--- src/rtl/fir_pkg.sv ---
// fir_pkg: shared constants and state encoding for the FIR feeder
package fir_pkg;
    localparam int TAPS       = 25;
    localparam int DW         = 8;
    localparam int FIFO_DEPTH = 4;
    localparam int PIPE_LAT   = 2;
    localparam int RUN_VALID  = TAPS + PIPE_LAT;
    typedef enum logic [1:0] {IDLE, CLEAR, LOAD, RUN} state_t;
endpackage

--- src/rtl/fir_sample_fifo.sv ---
// fir_sample_fifo: small circular sample buffer with flush, no pass-through when full
module fir_sample_fifo #(
    parameter int DW         = 8,
    parameter int FIFO_DEPTH = 4
) (
    input  logic          clk,
    input  logic          reset,
    input  logic          push,
    input  logic          flush,
    input  logic [DW-1:0] din,
    input  logic          pop,
    output logic [DW-1:0] dout,
    output logic          full,
    output logic          empty
);
    localparam int AW = $clog2(FIFO_DEPTH);
    logic [DW-1:0] mem [FIFO_DEPTH];
    logic [AW-1:0] wr_ptr, rd_ptr;
    logic [AW:0]   count;
    logic          do_push, do_pop;
    assign full    = count == (AW+1)'(FIFO_DEPTH);
    assign empty   = count == '0;
    assign do_push = push && !full;
    assign do_pop  = pop && !empty;
    assign dout    = mem[rd_ptr];
    // pointers wrap naturally at the power-of-two depth; flush discards everything
    always_ff @(posedge clk or negedge reset) begin
        if (!reset) begin
            wr_ptr <= '0;
            rd_ptr <= '0;
            count  <= '0;
        end else if (flush) begin
            wr_ptr <= '0;
            rd_ptr <= '0;
            count  <= '0;
        end else begin
            if (do_push) wr_ptr <= wr_ptr + AW'(1);
            if (do_pop) rd_ptr <= rd_ptr + AW'(1);
            count <= count + (AW+1)'(do_push) - (AW+1)'(do_pop);
        end
    end
    // storage needs no reset: reads are only used when the buffer is non-empty
    always_ff @(posedge clk) begin
        if (do_push) mem[wr_ptr] <= din;
    end
endmodule

--- src/rtl/fir_feeder.sv ---
// fir_feeder: loads FIR coefficients, then streams buffered samples and tracks output validity
module fir_feeder
    import fir_pkg::*;
(
    input  logic          clk,
    input  logic          reset,
    input  logic          cfg_start,
    input  logic          coef_valid,
    input  logic [DW-1:0] coef_data,
    output logic          coef_ready,
    input  logic          s_valid,
    input  logic [DW-1:0] s_data,
    output logic          s_ready,
    output logic          fir_reset,
    output logic          fir_load_c,
    output logic [DW-1:0] fir_coef,
    output logic [DW-1:0] fir_data,
    output logic          fir_out_valid,
    output logic          underflow,
    output logic          busy
);
    localparam int CW = $clog2(TAPS + 1);
    localparam int RW = $clog2(RUN_VALID + 1);
    state_t        state, state_nxt;
    logic [CW-1:0] coef_cnt;
    logic [RW-1:0] run_cnt;
    logic          fifo_pop, fifo_full, fifo_empty;
    logic [DW-1:0] fifo_head;
    logic          coef_acc;
    assign coef_acc      = state == LOAD && coef_valid;
    assign s_ready       = !fifo_full && state != CLEAR;
    assign busy          = state == CLEAR || state == LOAD;
    assign fir_out_valid = state == RUN && run_cnt == RW'(RUN_VALID);

    fir_sample_fifo #(.DW(DW), .FIFO_DEPTH(FIFO_DEPTH)) u_fifo (
        .clk   (clk),
        .reset (reset),
        .push  (s_valid && s_ready),
        .flush (state == CLEAR),
        .din   (s_data),
        .pop   (fifo_pop),
        .dout  (fifo_head),
        .full  (fifo_full),
        .empty (fifo_empty)
    );

    // state register
    always_ff @(posedge clk or negedge reset) begin
        if (!reset) state <= IDLE;
        else state <= state_nxt;
    end

    // next state and the combinational drive into the FIR input registers
    always_comb begin
        state_nxt  = state;
        fir_reset  = 1'b0;
        coef_ready = 1'b0;
        fir_load_c = 1'b0;
        fir_coef   = '0;
        fir_data   = '0;
        fifo_pop   = 1'b0;
        case (state)
            IDLE: begin
                fir_reset = 1'b1;
                if (cfg_start) state_nxt = CLEAR;
            end
            CLEAR: begin
                fir_reset = 1'b1;
                state_nxt = LOAD;
            end
            LOAD: begin
                coef_ready = 1'b1;
                fir_load_c = coef_valid;
                fir_coef   = coef_valid ? coef_data : '0;
                if (coef_valid && coef_cnt == CW'(TAPS - 1)) state_nxt = RUN;
            end
            RUN: begin
                fifo_pop = !fifo_empty;
                fir_data = fifo_empty ? '0 : fifo_head;
                if (cfg_start) state_nxt = CLEAR;
            end
            default: state_nxt = IDLE;
        endcase
    end

    // number of coefficients shifted into the FIR during this load sequence
    always_ff @(posedge clk or negedge reset) begin
        if (!reset) coef_cnt <= '0;
        else if (state == CLEAR) coef_cnt <= '0;
        else if (coef_acc) coef_cnt <= coef_cnt + CW'(1);
    end

    // RUN cycle index including the current cycle, saturating once the window is full
    always_ff @(posedge clk or negedge reset) begin
        if (!reset) run_cnt <= '0;
        else if (state_nxt != RUN) run_cnt <= '0;
        else if (state != RUN) run_cnt <= RW'(1);
        else if (run_cnt != RW'(RUN_VALID)) run_cnt <= run_cnt + RW'(1);
    end

    // sticky starvation flag, cleared only by a new configuration
    always_ff @(posedge clk or negedge reset) begin
        if (!reset) underflow <= 1'b0;
        else if (state == CLEAR) underflow <= 1'b0;
        else if (state == RUN && fifo_empty) underflow <= 1'b1;
    end
endmodule

--- config.mk ---
export PLATFORM = sky130hd
export DESIGN_NAME = fir_feeder
export DESIGN_NICKNAME = d
export VERILOG_FILES = /design/src/rtl/fir_pkg.sv /design/src/rtl/fir_sample_fifo.sv /design/src/rtl/fir_feeder.sv
export SDC_FILE = /design/constraint.sdc
export NUM_CORES = 1
export LEC_CHECK = 0
export BUFFER_PORTS_ARGS = -buffer_cell sky130_fd_sc_hd__buf_2
export CORE_ASPECT_RATIO = 1.2
export CORE_UTILIZATION = 50
export DETAILED_ROUTE_END_ITERATION = 10
export GPL_ROUTABILITY_DRIVEN = 0
export PLACE_DENSITY = 0.71
export SLEW_MARGIN = 10
export SYNTH_ARGS = -nofsm -noshare
export SYNTH_HDL_FRONTEND = slang
export SYNTH_HIERARCHICAL = 1
export SYNTH_SLANG_ARGS = --single-unit
--- constraint.sdc ---
create_clock -name clk -period 5.55 [get_ports clk]
set_input_delay 0.555 -clock clk [delete_from_list [all_inputs] [get_ports clk]]
set_output_delay 0.555 -clock clk [all_outputs]
set_load 0.01 [all_outputs]
Word level (Yosys, flattened, before mapping). Memory sizes are Yosys's and may differ from the RTL's. Cells that the tools add are included.

$add $sub $neg: 6. Eq/ne operators: 10. Muxes and demuxes: 25. Reductions and logical operators: 20.

Operators with widths (count): two-way mux 8 bit (4); two-way mux 5 bit (5); two-way mux 2 bit (6); adder 5 x 1 -> 5 bit, second input constant (2); == test 5 bit, second input constant (2); logical AND 1 bit (8); two-way mux 1 bit (8); nonzero test 2 bit (4); case mux 2 bit (3 select lines) (1); != test 5 bit, second input constant (1); adder 2 x 1 -> 2 bit, second input constant (2); == test 2 bit, second input constant (2); != test 2 bit, second input constant (2); OR reduction 2 bit (2); adder 3 x 1 -> 3 bit (1); == test 3 bit, second input constant (1); zero test 3 bit (1); two-way mux 3 bit (1); nonzero test 3 bit (1); subtractor 3 x 1 -> 3 bit (1); == test 2 x 1 -> 1 bit, second input constant (1); zero test 1 bit (2); zero test 2 bit (1); != test 2 x 1 -> 1 bit, second input constant (1); logical OR 1 bit (1).

Register bits: 20. Bits in writable memories: 32. Input port bits: 21. Logic and storage cells: 69. Memories: 1.

Memories: u_fifo.mem (depth 4, width 8, read ports 1, clocked after Yosys merged registers in 0, write ports 1, RTL line fir_sample_fifo.sv:17) `logic [DW-1:0] mem [FIFO_DEPTH];`.

Longest topological paths before layout.
Depth after elaboration: 8. Mapped depth: 14. Mapped depth without buffers: 14.

Cells and area by module. The synthesis kept the hierarchy.

Modules (own cells, without submodules): fir_sample_fifo (instances 1, cells an instance 88, area each 1621.6 um2); fir_feeder (instances 1, cells an instance 94, area each 873.3 um2).

Worst setup path before layout. No wires, ideal clock.

Path type: register to register. Start: register state[1]. End: register u_fifo.count[2]. Setup time: 135 ps. Arrival: 2426 ps. Data required time: 5415 ps. Setup slack: 2989 ps. Cell stages (with the launch flop): 15. Buffers on the path: 0. Cell sequence: dfrtp_1 -> inv_1 -> ha_1 -> nor2_1 -> and2_1 -> inv_1 -> nor2_2 -> inv_1 -> ha_1 -> inv_1 -> ha_1 -> inv_1 -> fa_1 -> xnor2_1 -> nor2_1.

Cells in the longest elaborated chain, start to end: 7. Elaborated cells on any way between the ends: 11. Those cells by class: add/sub (2); eq/ne (3); mux (2); reduce/logical (4).

RTL lines: from (decl) (RTL line fir_feeder.sv:24) `state_t state, state_nxt;`; from (signal assigned) (RTL line fir_feeder.sv:50) `else state <= state_nxt;`; != test 2 x 1 -> 1 bit (RTL line fir_feeder.sv:31) `assign s_ready = !fifo_full && state != CLEAR;`; logical AND 1 bit (RTL line fir_feeder.sv:31); net s_ready (RTL line fir_feeder.sv:13) `output logic s_ready,`; logical AND 1 bit (RTL line fir_feeder.sv:38) `.push (s_valid && s_ready),`; logical AND 1 bit (RTL line fir_sample_fifo.sv:23) `assign do_push = push && !full;`; adder 3 x 1 -> 3 bit (RTL line fir_sample_fifo.sv:39) `count <= count + (AW+1)'(do_push) - (AW+1)'(do_pop);`; subtractor 3 x 1 -> 3 bit (RTL line fir_sample_fifo.sv:39); two-way mux 3 bit (RTL line fir_sample_fifo.sv:32) `end else if (flush) begin`; to (signal assigned) (RTL line fir_sample_fifo.sv:39); to (decl) (RTL line fir_sample_fifo.sv:19) `logic [AW:0] count;`.

The timed path passes the listed nets, and every way through them passes these cells. A chain may end at the register's enable or synchronous reset.

Worst setup path in the final report.
Start: register state[1]. End: register u_fifo.count[2].

Elaborated cells on any way between the ends: 11. Those cells by class: add/sub (2); eq/ne (3); mux (2); reduce/logical (4).

RTL lines: == test 2 bit (RTL line fir_feeder.sv:62) `case (state)`; two-way mux 1 bit (RTL line fir_feeder.sv:62); net fifo_pop (RTL line fir_feeder.sv:27) `logic fifo_pop, fifo_full, fifo_empty;`; logical AND 1 bit (RTL line fir_sample_fifo.sv:24) `assign do_pop = pop && !empty;`; subtractor 3 x 1 -> 3 bit (RTL line fir_sample_fifo.sv:39); two-way mux 3 bit (RTL line fir_sample_fifo.sv:32).

The timed path passes the listed nets, and every way through them passes these cells.

==> results.py <==
metrics = {
    "worst_setup_path": {
        "r2r-start": "state[1]",
        "cp-startpoint": "state[1]",
        "worstSetupPathType": "reg -> reg",
        "cp-endpoint": "u_fifo/count[2]",
        "cpMostUsedCell": "inv_1",
        "cp_max_fo": 10,
        "worstRegToRegCells": 12,
        "startpoint_type": "register",
        "slowest_stage": "nor2_1",
        "rr_endpoint": "u_fifo/count[2]",
        "worstPathArrival_ps": 2880,
        "ff2ff_setup_slack_ps": 2860,
        "worst_setup_path_end_kind": "register",
        "required_ps": 5740,
        "path_cells": "ha_1 -> inv_1 -> nor2_1 -> o31ai_1 -> inv_1 -> ha_1 -> inv_1 -> ha_1 -> inv_1 -> fa_1 -> xnor2_1 -> nor2_1",
        "critPathMaxStageDelay_ps": 530,
    },
    "placement": {
        "portBuffers": 43,
        "place_hpwl_mm": 3.01,
        "dpl.cell_count": 278,
    },
    "timing": {
        "rsz0062_at_grt": "false",
        "fin_crit_sh_pct": 48.5,
        "tns_ps": 0,
        "finalHoldViolCount": 0,
        "clock.fmax_mhz": 371,
        "post-route-min-period_ps": 2690,
        "slew_headroom_pct": 55.5,
        "hold_ws_ps": 200,
        "setup_violations": 0,
        "slew_viol_final": 0,
        "clock_skew_ps": 2.38,
        "max_slew.worst_pin.slew_ps": 665,
    },
    "routing": {
        "vias": 1498,
        "viasPerCell": 5.24,
        "drt_iter0_drc": 35,
        "totalWireLength_mm": 4.14,
        "ant_nets": 0,
        "routedWlPerCell_um": 14.5,
        "drc": 0,
        "drtPass1Iterations": 4,
    },
    "synth": {
        "syn_area_um2": 2490,
        "yosysWarnings": 6,
        "ys_types": 39,
        "synth-seq-cells": 52,
        "netlist_instances": 182,
        "yosys.area.top_type_share_pct": 38.5,
        "syn-num-nets": 217,
        "synth_edf_count": 32,
        "async_flop_share_pct": 38.5,
        "syn_avg_cell_area_um2": 13.7,
        "yosys.area.top_type": "edfxtp_1",
        "yosysMostFrequentCell": "edfxtp_1",
        "synthTopCellsByArea": "edfxtp_1, dfrtp_1, ha_1, mux4_2, and2_1",
        "synth-seq-area-share_pct": 58.6,
        "synth_ff_type": "edfxtp_1",
        "synth_common_cells": "edfxtp_1, dfrtp_1, inv_1",
    },
    "hold_path": {
        "min_path_type": "in -> async",
    },
    "clock_network": {
        "h-tree-depth": 2,
        "cts_tree": "done",
        "insertion_delay_ps": 300,
        "clock-root-buffer": "clkbuf_8",
        "cts.sinks": 52,
        "cts_setup_buffers": 0,
        "cts.path.max_buffers": 2,
        "cts_resized": 0,
        "cts_buffers": 5,
        "postCtsHoldBufs": 0,
        "clkTransAtPathRegs_ps": 90,
    },
    "die": {
        "start_util_pct": 53.1,
        "fp.dieH_um": 79.4,
        "die_area_um2": 5280,
        "ios": 44,
        "chipWidth_um": 66.5,
        "coreArea_um2": 4700,
        "row_count": 27,
    },
    "finish": {
        "final_cells": 286,
        "seq_area_um2": 1460,
        "diodes": 0,
        "drive_gt1_share_pct": 28.9,
        "syn_to_final_growth_pct": 14.0,
        "fin_nets": 262,
        "fill_cells": 380,
        "multi_input_area_um2": 946,
    },
    "global_routing": {
        "grt_pass1_vias": 1455,
        "overflow": 0,
        "grt_max_degree": 25,
        "antenna_found_initial": 0,
        "grt_pass1_wl_mm": 6.62,
        "grt_usage_pct": 16.9,
    },
    "power": {
        "ir_worst_vdd_mv": 0.250,
        "intPower_mw": 0.827,
        "p_leak_nw": 1.23,
        "share_seq_of_total_power_pct": 44.8,
        "p_per_area_nw_per_um2": 452,
        "power_frac_clock_pct": 16.3,
        "switching_share_pct": 35.7,
        "p_sw_mw": 0.460,
        "p_comb_share_pct": 38.9,
    },
    "run": {
        "maxCapViolCount": 0,
    },
    "outcome": {
        "outcome": "finished, final reports clean",
    },
}
==> sequential cells by signal (all words and copies together), names as in the netlist <==
name and cells:
u_fifo/mem 32, coef_cnt 5, run_cnt 5, u_fifo/count 3, state 2, u_fifo/rd_ptr 2, u_fifo/wr_ptr 2, underflow 1
==> through the flow <==
| step | total power, mW | utilization, % | instance area, µm² | setup WS [ps] |
|---|---|---|---|---|
| finish | 1.29 | 60.6 | 2840 | 2860 |
| floorplan | 0.955 | - | 2490 | 2990 |
| global placement | 1.08 | 58.7 | 2760 | 2910 |
| detailed placement | 1.09 | 58.7 | 2760 | 2900 |
| CTS | 1.30 | 60.6 | 2840 | 2880 |
| global route | 1.38 | 60.6 | 2840 | 2630 |
==> area by class of cell <==
class | instances | area share, %
sequential | 52 | 51.4
multi-input combinational | 110 | 33.3
timing repair buffer | 44 | 7.83
clock buffer | 6 | 2.55
tap | 58 | 2.55
inverter | 14 | 1.85
clock inverter | 2 | 0.572
==> worst max-delay path: cells and delay by family (launching register included) <==
family,cells,cell delay (ps)
AND/OR/NAND/NOR,2,580
AO/OA/AOI/OAI,1,210
adder cells (fa/ha/maj),4,970
XOR/XNOR,1,160
flip-flops,1,400
buffers and inverters,4,270
==> power by group through the flow <==
stage | registers [mW] | clock network (mW) | logic [mW]
final | 0.577 | 0.209 | 0.501
after global routing | 0.590 | 0.225 | 0.567
after CTS | 0.579 | 0.215 | 0.509
after detailed placement | 0.587 | 0 | 0.506
after global placement | 0.584 | 0 | 0.500
after floorplan | 0.553 | 0 | 0.403
==> per-layer routing <==
| metal | up-vias | routed length [µm] | GRT usage, % |
|---|---|---|---|
| met5 | - | 0 | 0 |
| li1 | 741 | - | - |
| met3 | 7 | 163 | 3.00 |
| met2 | 46 | 2150 | 30.9 |
| met4 | 0 | 51 | 5.11 |
| met1 | 704 | 1780 | 20.0 |
==> how the worst min path moves through the flow <==
stage | start | to | cells after the start
after floorplan | reset | coef_cnt[0] | 0
after global placement | underflow | underflow | 2
after detailed placement | underflow | underflow | 2
after CTS | reset | underflow | 1
after global routing | reset | coef_cnt[1] | 1
final | reset | coef_cnt[1] | 1
==> kinds of logic (layout without fill, tap and decap cells) <==
logic type      Yosys count  in the layout  share of synthesized area [%]
compound gates           14             14                           4.11
fa+ha+maj                14             14                           7.32
mux                      12             12                           8.98
xor+xnor                  8              8                           2.81
buf+inv                  20             66                           3.51
simple gates             62             62                           14.7
flops                    52             52                           58.6
==> cells in the final DEF, fill, tap and decap left out, types with 2 or more instances in the layout <==
master / synthesis / final
edfxtp_1: 32 / 32
xnor2_1: 3 / 3
nor2_1: 11 / 11
and3_1: 8 / 8
xor2_1: 5 / 5
o21ai_0: 4 / 4
mux2i_1: 4 / 4
mux4_2: 7 / 7
o31ai_1: 2 / 2
nand2_1: 3 / 3
nand2b_1: 3 / 3
or3_1: 4 / 4
clkbuf_8: 0 / 5
dfrtp_1: 20 / 20
nand3_1: 4 / 4
ha_1: 13 / 13
and2_1: 13 / 13
inv_1: 14 / 14
buf_2: 0 / 43
a21oi_1: 5 / 5
nor4_1: 4 / 4
nor2b_1: 2 / 2
Note: power is estimated with default switching activity, not from simulation.
